### config.mk
export PLATFORM = sky130hd
export DESIGN_NAME = transform_loader
export DESIGN_NICKNAME = d
export VERILOG_FILES = /design/src/rtl/transforms_pkg.sv /design/src/rtl/transform_loader.sv
export SDC_FILE = /design/constraint.sdc
export NUM_CORES = 1
export LEC_CHECK = 0
export BUFFER_PORTS_ARGS = -buffer_cell sky130_fd_sc_hd__buf_2
export CAP_MARGIN = 20
export CORE_UTILIZATION = 46
export CTS_CLUSTER_SIZE = 14
export DETAILED_ROUTE_END_ITERATION = 6
export GPL_ROUTABILITY_DRIVEN = 0
export HOLD_SLACK_MARGIN = 0.06
export PLACE_DENSITY = 0.79
export SYNTH_ARGS = -nofsm -noshare
export SYNTH_HDL_FRONTEND = slang
export SYNTH_SLANG_ARGS = --single-unit
### constraint.sdc
create_clock -name clk -period 2.1 [get_ports clk]
set_clock_uncertainty 0.15 [all_clocks]
set_input_delay 0.525 -clock clk [delete_from_list [all_inputs] [get_ports clk]]
set_output_delay 0.525 -clock clk [all_outputs]
set_load 0.02 [all_outputs]
### src/rtl/transforms_pkg.sv
// Shared types and packing helpers for the transformer char-memory / line-table
// write path. Field layout matches what the read path decodes.
package transforms_pkg;

  typedef enum logic [1:0] {
    ST_LHS    = 2'd0,
    ST_RHS    = 2'd1,
    ST_COMMIT = 2'd2,
    ST_FULL   = 2'd3
  } state_t;

  // Char-memory address reserved as the out-of-bounds sentinel; never written.
  localparam logic [7:0] OOB_ADDR = 8'hFF;

  // Line-pointer word: {len, start}.
  localparam int PTR_LEN_MSB   = 15;
  localparam int PTR_LEN_LSB   = 8;
  localparam int PTR_START_MSB = 7;
  localparam int PTR_START_LSB = 0;

  function automatic logic [15:0] pack_pair(input logic [7:0] lhs, input logic [7:0] rhs);
    return {lhs, rhs};
  endfunction

  function automatic logic [15:0] pack_ptr(input logic [7:0] len, input logic [7:0] start);
    logic [15:0] ptr;
    ptr = '0;
    ptr[PTR_LEN_MSB:PTR_LEN_LSB]     = len;
    ptr[PTR_START_MSB:PTR_START_LSB] = start;
    return ptr;
  endfunction

endpackage

### src/rtl/transform_loader.sv
// Byte-stream loader: packs (lhs,rhs) ASCII pairs into 16-bit char-memory words
// and emits one {len,start} line-pointer entry per committed line.
module transform_loader
  import transforms_pkg::*;
#(
  parameter int ADDR_W   = 8,
  parameter int LINE_W   = 8,
  parameter int MEM_LAST = 254
) (
  input  logic              clk,
  input  logic              rst_n,
  input  logic              clear,
  input  logic              in_valid,
  input  logic [7:0]        in_data,
  input  logic              in_last,
  output logic              in_ready,
  output logic              mem_we,
  output logic [ADDR_W-1:0] mem_addr,
  output logic [15:0]       mem_din,
  output logic              ptr_we,
  output logic [LINE_W-1:0] ptr_line,
  output logic [15:0]       ptr_data,
  output logic [LINE_W:0]   line_count,
  output logic              full,
  output logic              err,
  output state_t            dbg_state
);

  // Handshake: a byte moves on a rising edge where in_valid & in_ready; in_ready
  // depends only on state (and is held low while reset is asserted), never on in_valid.

  localparam logic [ADDR_W:0]   MEM_LAST_P = (ADDR_W+1)'(MEM_LAST);
  localparam logic [LINE_W-1:0] LINE_LAST  = {LINE_W{1'b1}};

  state_t              r_state;
  logic [ADDR_W:0]     r_wr_ptr;
  logic [ADDR_W-1:0]   r_line_start;
  logic [7:0]          r_line_len;
  logic [LINE_W-1:0]   r_line_idx;
  logic [LINE_W:0]     r_line_count;
  logic [7:0]          r_lhs;
  logic                r_full;
  logic                r_err;
  logic                r_mem_we;
  logic [ADDR_W-1:0]   r_mem_addr;
  logic [15:0]         r_mem_din;
  logic                r_ptr_we;
  logic [LINE_W-1:0]   r_ptr_line;
  logic [15:0]         r_ptr_data;

  logic                w_accept_ok;

  assign w_accept_ok = (r_state == ST_LHS) || (r_state == ST_RHS);

  always_ff @(posedge clk or negedge rst_n) begin
    if (!rst_n) begin
      r_state      <= ST_LHS;
      r_wr_ptr     <= '0;
      r_line_start <= '0;
      r_line_len   <= '0;
      r_line_idx   <= '0;
      r_line_count <= '0;
      r_lhs        <= '0;
      r_full       <= 1'b0;
      r_err        <= 1'b0;
      r_mem_we     <= 1'b0;
      r_mem_addr   <= '0;
      r_mem_din    <= '0;
      r_ptr_we     <= 1'b0;
      r_ptr_line   <= '0;
      r_ptr_data   <= '0;
    end else begin
      r_mem_we <= 1'b0;
      r_ptr_we <= 1'b0;
      if (clear && (r_state != ST_FULL)) begin
        // Restart the pointers; sticky full/err survive.
        r_state      <= ST_LHS;
        r_wr_ptr     <= '0;
        r_line_start <= '0;
        r_line_len   <= '0;
        r_line_idx   <= '0;
        r_line_count <= '0;
        r_lhs        <= '0;
      end else begin
        case (r_state)
          ST_LHS: begin
            if (in_valid) begin
              if (in_last) begin
                r_err   <= 1'b1;
                r_state <= ST_COMMIT;
              end else begin
                r_lhs   <= in_data;
                r_state <= ST_RHS;
              end
            end
          end
          ST_RHS: begin
            if (in_valid) begin
              r_mem_we   <= (r_wr_ptr[ADDR_W-1:0] != OOB_ADDR[ADDR_W-1:0]);
              r_mem_addr <= r_wr_ptr[ADDR_W-1:0];
              r_mem_din  <= pack_pair(r_lhs, in_data);
              r_wr_ptr   <= r_wr_ptr + (ADDR_W+1)'(1);
              r_line_len <= r_line_len + 8'd1;
              // Writing the last usable address closes the line on its own.
              if (in_last || (r_wr_ptr == MEM_LAST_P)) begin
                r_state <= ST_COMMIT;
              end else begin
                r_state <= ST_LHS;
              end
            end
          end
          ST_COMMIT: begin
            r_ptr_we     <= 1'b1;
            r_ptr_line   <= r_line_idx;
            r_ptr_data   <= pack_ptr(r_line_len, 8'(r_line_start));
            r_line_start <= r_wr_ptr[ADDR_W-1:0];
            r_line_len   <= '0;
            r_line_idx   <= r_line_idx + LINE_W'(1);
            r_line_count <= r_line_count + (LINE_W+1)'(1);
            if ((r_wr_ptr > MEM_LAST_P) || (r_line_idx == LINE_LAST)) begin
              r_state <= ST_FULL;
              r_full  <= 1'b1;
            end else begin
              r_state <= ST_LHS;
            end
          end
          ST_FULL: begin
            r_state <= ST_FULL;
          end
          default: begin
            r_state <= ST_LHS;
          end
        endcase
      end
    end
  end

  assign in_ready   = rst_n & w_accept_ok;
  assign mem_we     = r_mem_we;
  assign mem_addr   = r_mem_addr;
  assign mem_din    = r_mem_din;
  assign ptr_we     = r_ptr_we;
  assign ptr_line   = r_ptr_line;
  assign ptr_data   = r_ptr_data;
  assign line_count = r_line_count;
  assign full       = r_full;
  assign err        = r_err;
  assign dbg_state  = r_state;

endmodule

=== Yosys cells after proc, flatten, opt, wreduce, memory -nomap -nowiden ===
Index checks and enable logic that the tools add are counted.

* Register bits after elaboration: 104
* Input port bits: 13
* Logic and storage cells: 78

* Add/sub/neg operators: 4
* $lt $le $gt $ge: 1
* Equality and inequality tests: 10
* Mux-type cells: 28
* Bitwise logic cells: 2
* Reduce and logical (&&, ||, !) cells: 18

{| class="wikitable"
|+ Operator list
! kind !! number
|-
| 8-bit 2-to-1 mux || 10
|-
| 9-bit 2-to-1 mux || 5
|-
| 9-bit by 1-bit adder with 9-bit output, second input constant || 2
|-
| 8-bit by 1-bit adder with 8-bit output, second input constant || 2
|-
| 8-bit one-hot mux with 2 select lines || 1
|-
| 2-bit 2-to-1 mux || 6
|-
| 9-bit by 8-bit == test with 1-bit output, second input constant || 1
|-
| 9-bit by 8-bit > comparator with 1-bit output, second input constant || 1
|-
| 3-bit AND reduction || 3
|-
| 8-bit == test, second input constant || 1
|-
| 8-bit inequality test, second input constant || 1
|-
| 2-bit one-hot mux with 4 select lines || 1
|-
| 2-bit AND reduction || 4
|-
| 2-bit nonzero test || 4
|-
| 3-bit by 2-bit inequality test with 1-bit output, second input constant || 2
|-
| 1-bit 2-to-1 mux || 5
|-
| 2-bit == test, second input constant || 2
|-
| 4-bit AND reduction || 1
|-
| 1-bit logical OR || 3
|-
| 3-bit nonzero test || 1
|-
| 2-bit by 1-bit == test with 1-bit output, second input constant || 1
|-
| 2-bit logical NOT || 1
|-
| 2-bit by 1-bit inequality test with 1-bit output, second input constant || 1
|-
| 2-bit inequality test, second input constant || 1
|-
| 3 further kinds || 3
|}

=== Logic depth before layout (Yosys ltp) ===
* Depth in word-level cells: 6
* Mapped depth: 7
* Depth with buffers taken out: 6

=== Least setup slack after synthesis ===
No wires, ideal clock.

* Path kind: input -> register
* From: in clear
* To: reg r_line_count[1] (netlist: line_count[1])
* Setup time: 0.066 ns
* Data arrival time: 1.501 ns
* Data required time: 1.884 ns
* Path slack: 0.382 ns
* Cell stages on the path: 6
* Buffers on the path: 3
* Cells stage by stage: buf_6 -> or3b_1 -> buf_2 -> clkinv_2 -> buf_6 -> a22o_1

* Cells in the longest elaborated chain, start to end: 2
* Elaborated cells between the ends (all ways): 3
* Those cells by class: 1 x mux; 2 x reduce/logical

{| class="wikitable"
|+ Ends and longest elaborated chain
! item !! line !! source
|-
| start: declaration || transform_loader.sv:12 || <nowiki>input logic clear,</nowiki>
|-
| 1-bit logical AND * || transform_loader.sv:75 || <nowiki>if (clear && (r_state != ST_FULL)) begin</nowiki>
|-
| 9-bit 2-to-1 mux or 2-bit nonzero test (tied branches) || n/a ||
|-
| end signal: assignment || transform_loader.sv:119 || <nowiki>r_line_count <= r_line_count + (LINE_W+1)'(1);</nowiki>
|-
| end: declaration || transform_loader.sv:40 || <nowiki>logic [LINE_W:0] r_line_count;</nowiki>
|}

Every way passes the cells marked *; elsewhere a longest branch is shown, timed or not.
A chain may end at the register's enable or synchronous reset.

=== Final worst setup path ===
* From: reg r_state[1] (netlist: dbg_state[1])
* To: out in_ready

* Cells in the longest elaborated chain, start to end: 3
* Elaborated cells between the ends (all ways): 4
* Those cells by class: 1 x eq/ne; 1 x bitwise; 2 x reduce/logical

{| class="wikitable"
|+ Ends and longest elaborated chain
! item !! line !! source
|-
| start: declaration || transform_loader.sv:35 || <nowiki>state_t r_state;</nowiki>
|-
| start signal: assignment || transform_loader.sv:57 || <nowiki>r_state <= ST_LHS;</nowiki>
|-
| start signal: assignment || transform_loader.sv:77 || <nowiki>r_state <= ST_LHS;</nowiki>
|-
| start signal: assignment || transform_loader.sv:90 || <nowiki>r_state <= ST_COMMIT;</nowiki>
|-
| 2-bit by 1-bit == test with 1-bit output or 2-bit logical NOT (tied branches) || transform_loader.sv:53 || <nowiki>assign w_accept_ok = (r_state == ST_LHS) || (r_state == ST_RHS);</nowiki>
|-
| 1-bit logical OR * || transform_loader.sv:53 ||
|-
| 1-bit AND * || transform_loader.sv:138 || <nowiki>assign in_ready = rst_n & w_accept_ok;</nowiki>
|-
| end: declaration || transform_loader.sv:16 || <nowiki>output logic in_ready,</nowiki>
|}

Marks and branches as above.

==> results.tsv <==
stage	metric	value	unit
routing	via density per instance	5.20	
clock_network	Root Buffer	clkbuf_8	
finish	share of cells above drive strength 1	0.212	
floorplanning	Site Rows	35	
synthesis	Netlist Area Pre-Place	0.00438	mm2
critical_path	critical path arrival	1.24	ns
power	cell-internal power	2650	uW
routing	Initial DRC Count	182	
timing	fmax	0.521	GHz
critical_path	critical-path maximum fanout	8	
critical_path	Worst R2R Setup Slack	0.21	ns
power	Comb pwr share	0.021	
critical_path	reg2reg path depth	7	
synthesis	post-synth cell types	47	
finish	Final Core Density	0.555	
place	Post-DP Area	0.00491	mm2
clock_network	Worst-path clk slew	0.09	ns
finish	nets@finish	541	
routing	drt first pass iters	5	
clock_network	H-tree lvl count	3	
critical_path	CP required	1.42	ns
timing	final hold vios	0	
global_routing	first-pass GRT wire length	15.6	mm
power	Leak	0.00273	uW
timing	Final period util	0.913	
floorplanning	Die H	99.6	um
synthesis	Synth Area in Adders	0.0143	
timing	final setup fails	0	
global_routing	vias in the first global route	3218	
floorplanning	initial core utilization	0.474	
global_routing	met1 Use GR	0.278	
synthesis	main combinational cell family by area after synthesis	simple AND/OR/NAND/NOR gates	
power	Max VDD drop	0.290	mV
power	sequential power share	0.593	
place	number of port buffers	76	
finish	commonest cells after routing, fill and taps aside	167 x nand2_1, 104 x dfrtp_1, 75 x buf_2	
clock_network	CTS Buf Count	9	
global_routing	Remaining Overflow, GRT	0	
finish	diode count	0	
global_routing	met3 Track Usage GR	0.0387	
critical_path	WS Path Type	reg2out	
outcome	status	finished clean	
synthesis	top cells by area, synth	dfrtp_1 59%, nand2_1 14%, a22o_1 3.8%	
synthesis	mux contribution to synthesized area	0	
synthesis	Synth Area in Compound Gates	0.0888	
routing	Avg WL per Cell	14.0	um
critical_path	CP Launch Type	register	
global_routing	total track usage	0.200	
global_routing	largest net degree at the start of global routing	105	
finish	commonest non-fill, non-tap cell in the layout	nand2_1	
timing	RSZ-0062 raised after global routing	no	
synthesis	Syn Area/Cell	9.89	um2
clock_network	CTS tree	yes	
finish	Layout area overhead	17.1	%
clock_network	# hold bufs at CTS	0	
synthesis	post-synthesis sequential area ratio	0.594	
clock_network	Worst-Skew Late Latency	0.37	ns
global_routing	antenna violations before repair	0	
synthesis	Ys Warns	0	
timing	measured slew at the worst slew-check pin	0.525	ns
global_routing	GRT met2 Usage	0.309	
synthesis	largest area contributor in the netlist	dfrtp_1	
synthesis	Post-Synth XOR/XNOR Area	0.0340	
routing	DRC violations left	0	
timing	Max-slew headroom	0.650	
power	pwr dens	660	mW/mm2
finish	Finished Cell Area	0.00513	mm2
clock_network	TritonCTS Sinks	104	
synthesis	Post-synth EDFFs	0	
timing	setup TNS	0	ns
power	sw power	738	uW
critical_path	worst reg2reg startpoint	r_wr_ptr[0]$_DFFE_PN0P_	
routing	antenna-violating nets left	0	
power	Clock power frac	0.386	
timing	min cycle time layout	1.92	ns
timing	max-slew violations	0	
hold_path	HP Class	in2async	
synthesis	synthesis-stage register bit count	104	
clock_network	clk buf depth	2	
floorplanning	Core Area	0.00924	mm2
global_routing	Most Crowded Layer GR	met2	
flow_run	Max Cap Viol	0	
synthesis	Net Count, Synth	461	
synthesis	async set-reset flop share out of synthesis	1.00	
floorplanning	I/O pin count	77	
finish	FILL cells	815	
floorplanning	Die W	99.6	um
place	DP Wirelength	6.40	mm
synthesis	Synth Instances	443	
synthesis	simple-gate portion of the synthesized area	0.237	
synthesis	Synth top area share	0.594	
synthesis	Top FF cell, synth	dfrtp_1	
critical_path	endpoint of the worst-slack reg-to-reg timing path	dbg_state[1]$_DFFE_PN0P_	
routing	Post-Route WL	9.23	mm
routing	via count	3415	
critical_path	CP endpoint kind	primary output	
floorplanning	Die ar.	0.00992	mm2
power	Sw Share	0.218	
==> synthesized netlist by cell type (all sizes together), types with 3 or more instances <==
cell type / count
nand2: 167
dfrtp: 104
nor2: 25
a22o: 19
buf: 17
o21ai: 17
xor2: 13
nand3: 7
a21oi: 6
nand4: 6
ha: 5
nor3: 5
and3: 4
nor2b: 4
xnor2: 4
and2: 3
clkbuf: 3
nor4: 3
==> sequential cells by signal (all words and copies together) (netlist names), 9 cells and up <==
signal	flops
mem_din	16
line_count	9
r_wr_ptr	9
ptr_data	16
==> what timing repair did <==
action	4_1_cts	5_1_grt
setup endpoints to repair	0	1
buffers inserted	0	0
gates resized for setup	0	1
==> stage by stage <==
step	hold slack, ns	instances	total power (uW)	worst slack (ns)
detailed placement	0.305	641	2120	0.178
global placement	0.299	641	2120	0.196
floorplan	0.0794	443	2060	0.382
global route	0.108	657	3520	0.0734
finish	0.0675	657	3390	0.182
CTS	0.0904	657	3420	0.152
==> cells by family (layout without fill, tap and decap cells) <==
| family | Yosys count | count (layout) |
|---|---|---|
| and+or+nand+nor | 239 | 239 |
| DFF | 104 | 104 |
| AOI/OAI and AO/OA | 55 | 55 |
| buffers and inverters | 23 | 108 |
| xor gates and xnor gates | 17 | 17 |
| adders and majority gates | 5 | 5 |
==> power groups by stage <==
stage | clock (uW) | combinational, uW | sequential [uW]
3_5_place_dp | 0 | 72.5 | 2050
2_1_floorplan | 0 | 11.8 | 2050
6_report | 1310 | 69.6 | 2010
4_1_cts | 1340 | 73.3 | 2010
3_3_place_gp | 0 | 70.8 | 2050
5_1_grt | 1430 | 81.7 | 2010
==> cell type report <==
class                      count  area (um2)  area share
tap                          129         161      0.0315
inverter                       3        12.5     0.00244
sequential                   104        2600       0.508
clock inverter                 5        62.6      0.0122
multi-input combinational    316        1640       0.321
clock buffer                  11         151      0.0295
timing repair buffer          89         493      0.0961
==> critical path, stage by stage (launching register included) <==
cell and delay (ns):
dfrtp_1 0.44, buf_4 0.18, nor2b_1 0.10, buf_2 0.16
==> per-layer routing <==
metal,wire length [um],vias up
li1,-,1635
met1,4260,1654
met2,4310,105
met3,487,21
met4,170,0
met5,0,-
==> worst max-delay path by stage <==
stage / startpoint / to / cells past startpoint
floorplan: clear / line_count[1]$_DFFE_PN0P_ / 6
global placement: in_valid / mem_din[9]$_DFFE_PN0P_ / 6
detailed placement: r_wr_ptr[0]$_DFFE_PN0P_ / dbg_state[1]$_DFFE_PN0P_ / 7
CTS: r_wr_ptr[0]$_DFFE_PN0P_ / dbg_state[1]$_DFFE_PN0P_ / 7
global route: r_wr_ptr[0]$_DFFE_PN0P_ / dbg_state[1]$_DFFE_PN0P_ / 7
finish: dbg_state[1]$_DFFE_PN0P_ / in_ready / 3
No activity file was read; power rests on OpenSTA's default activity.
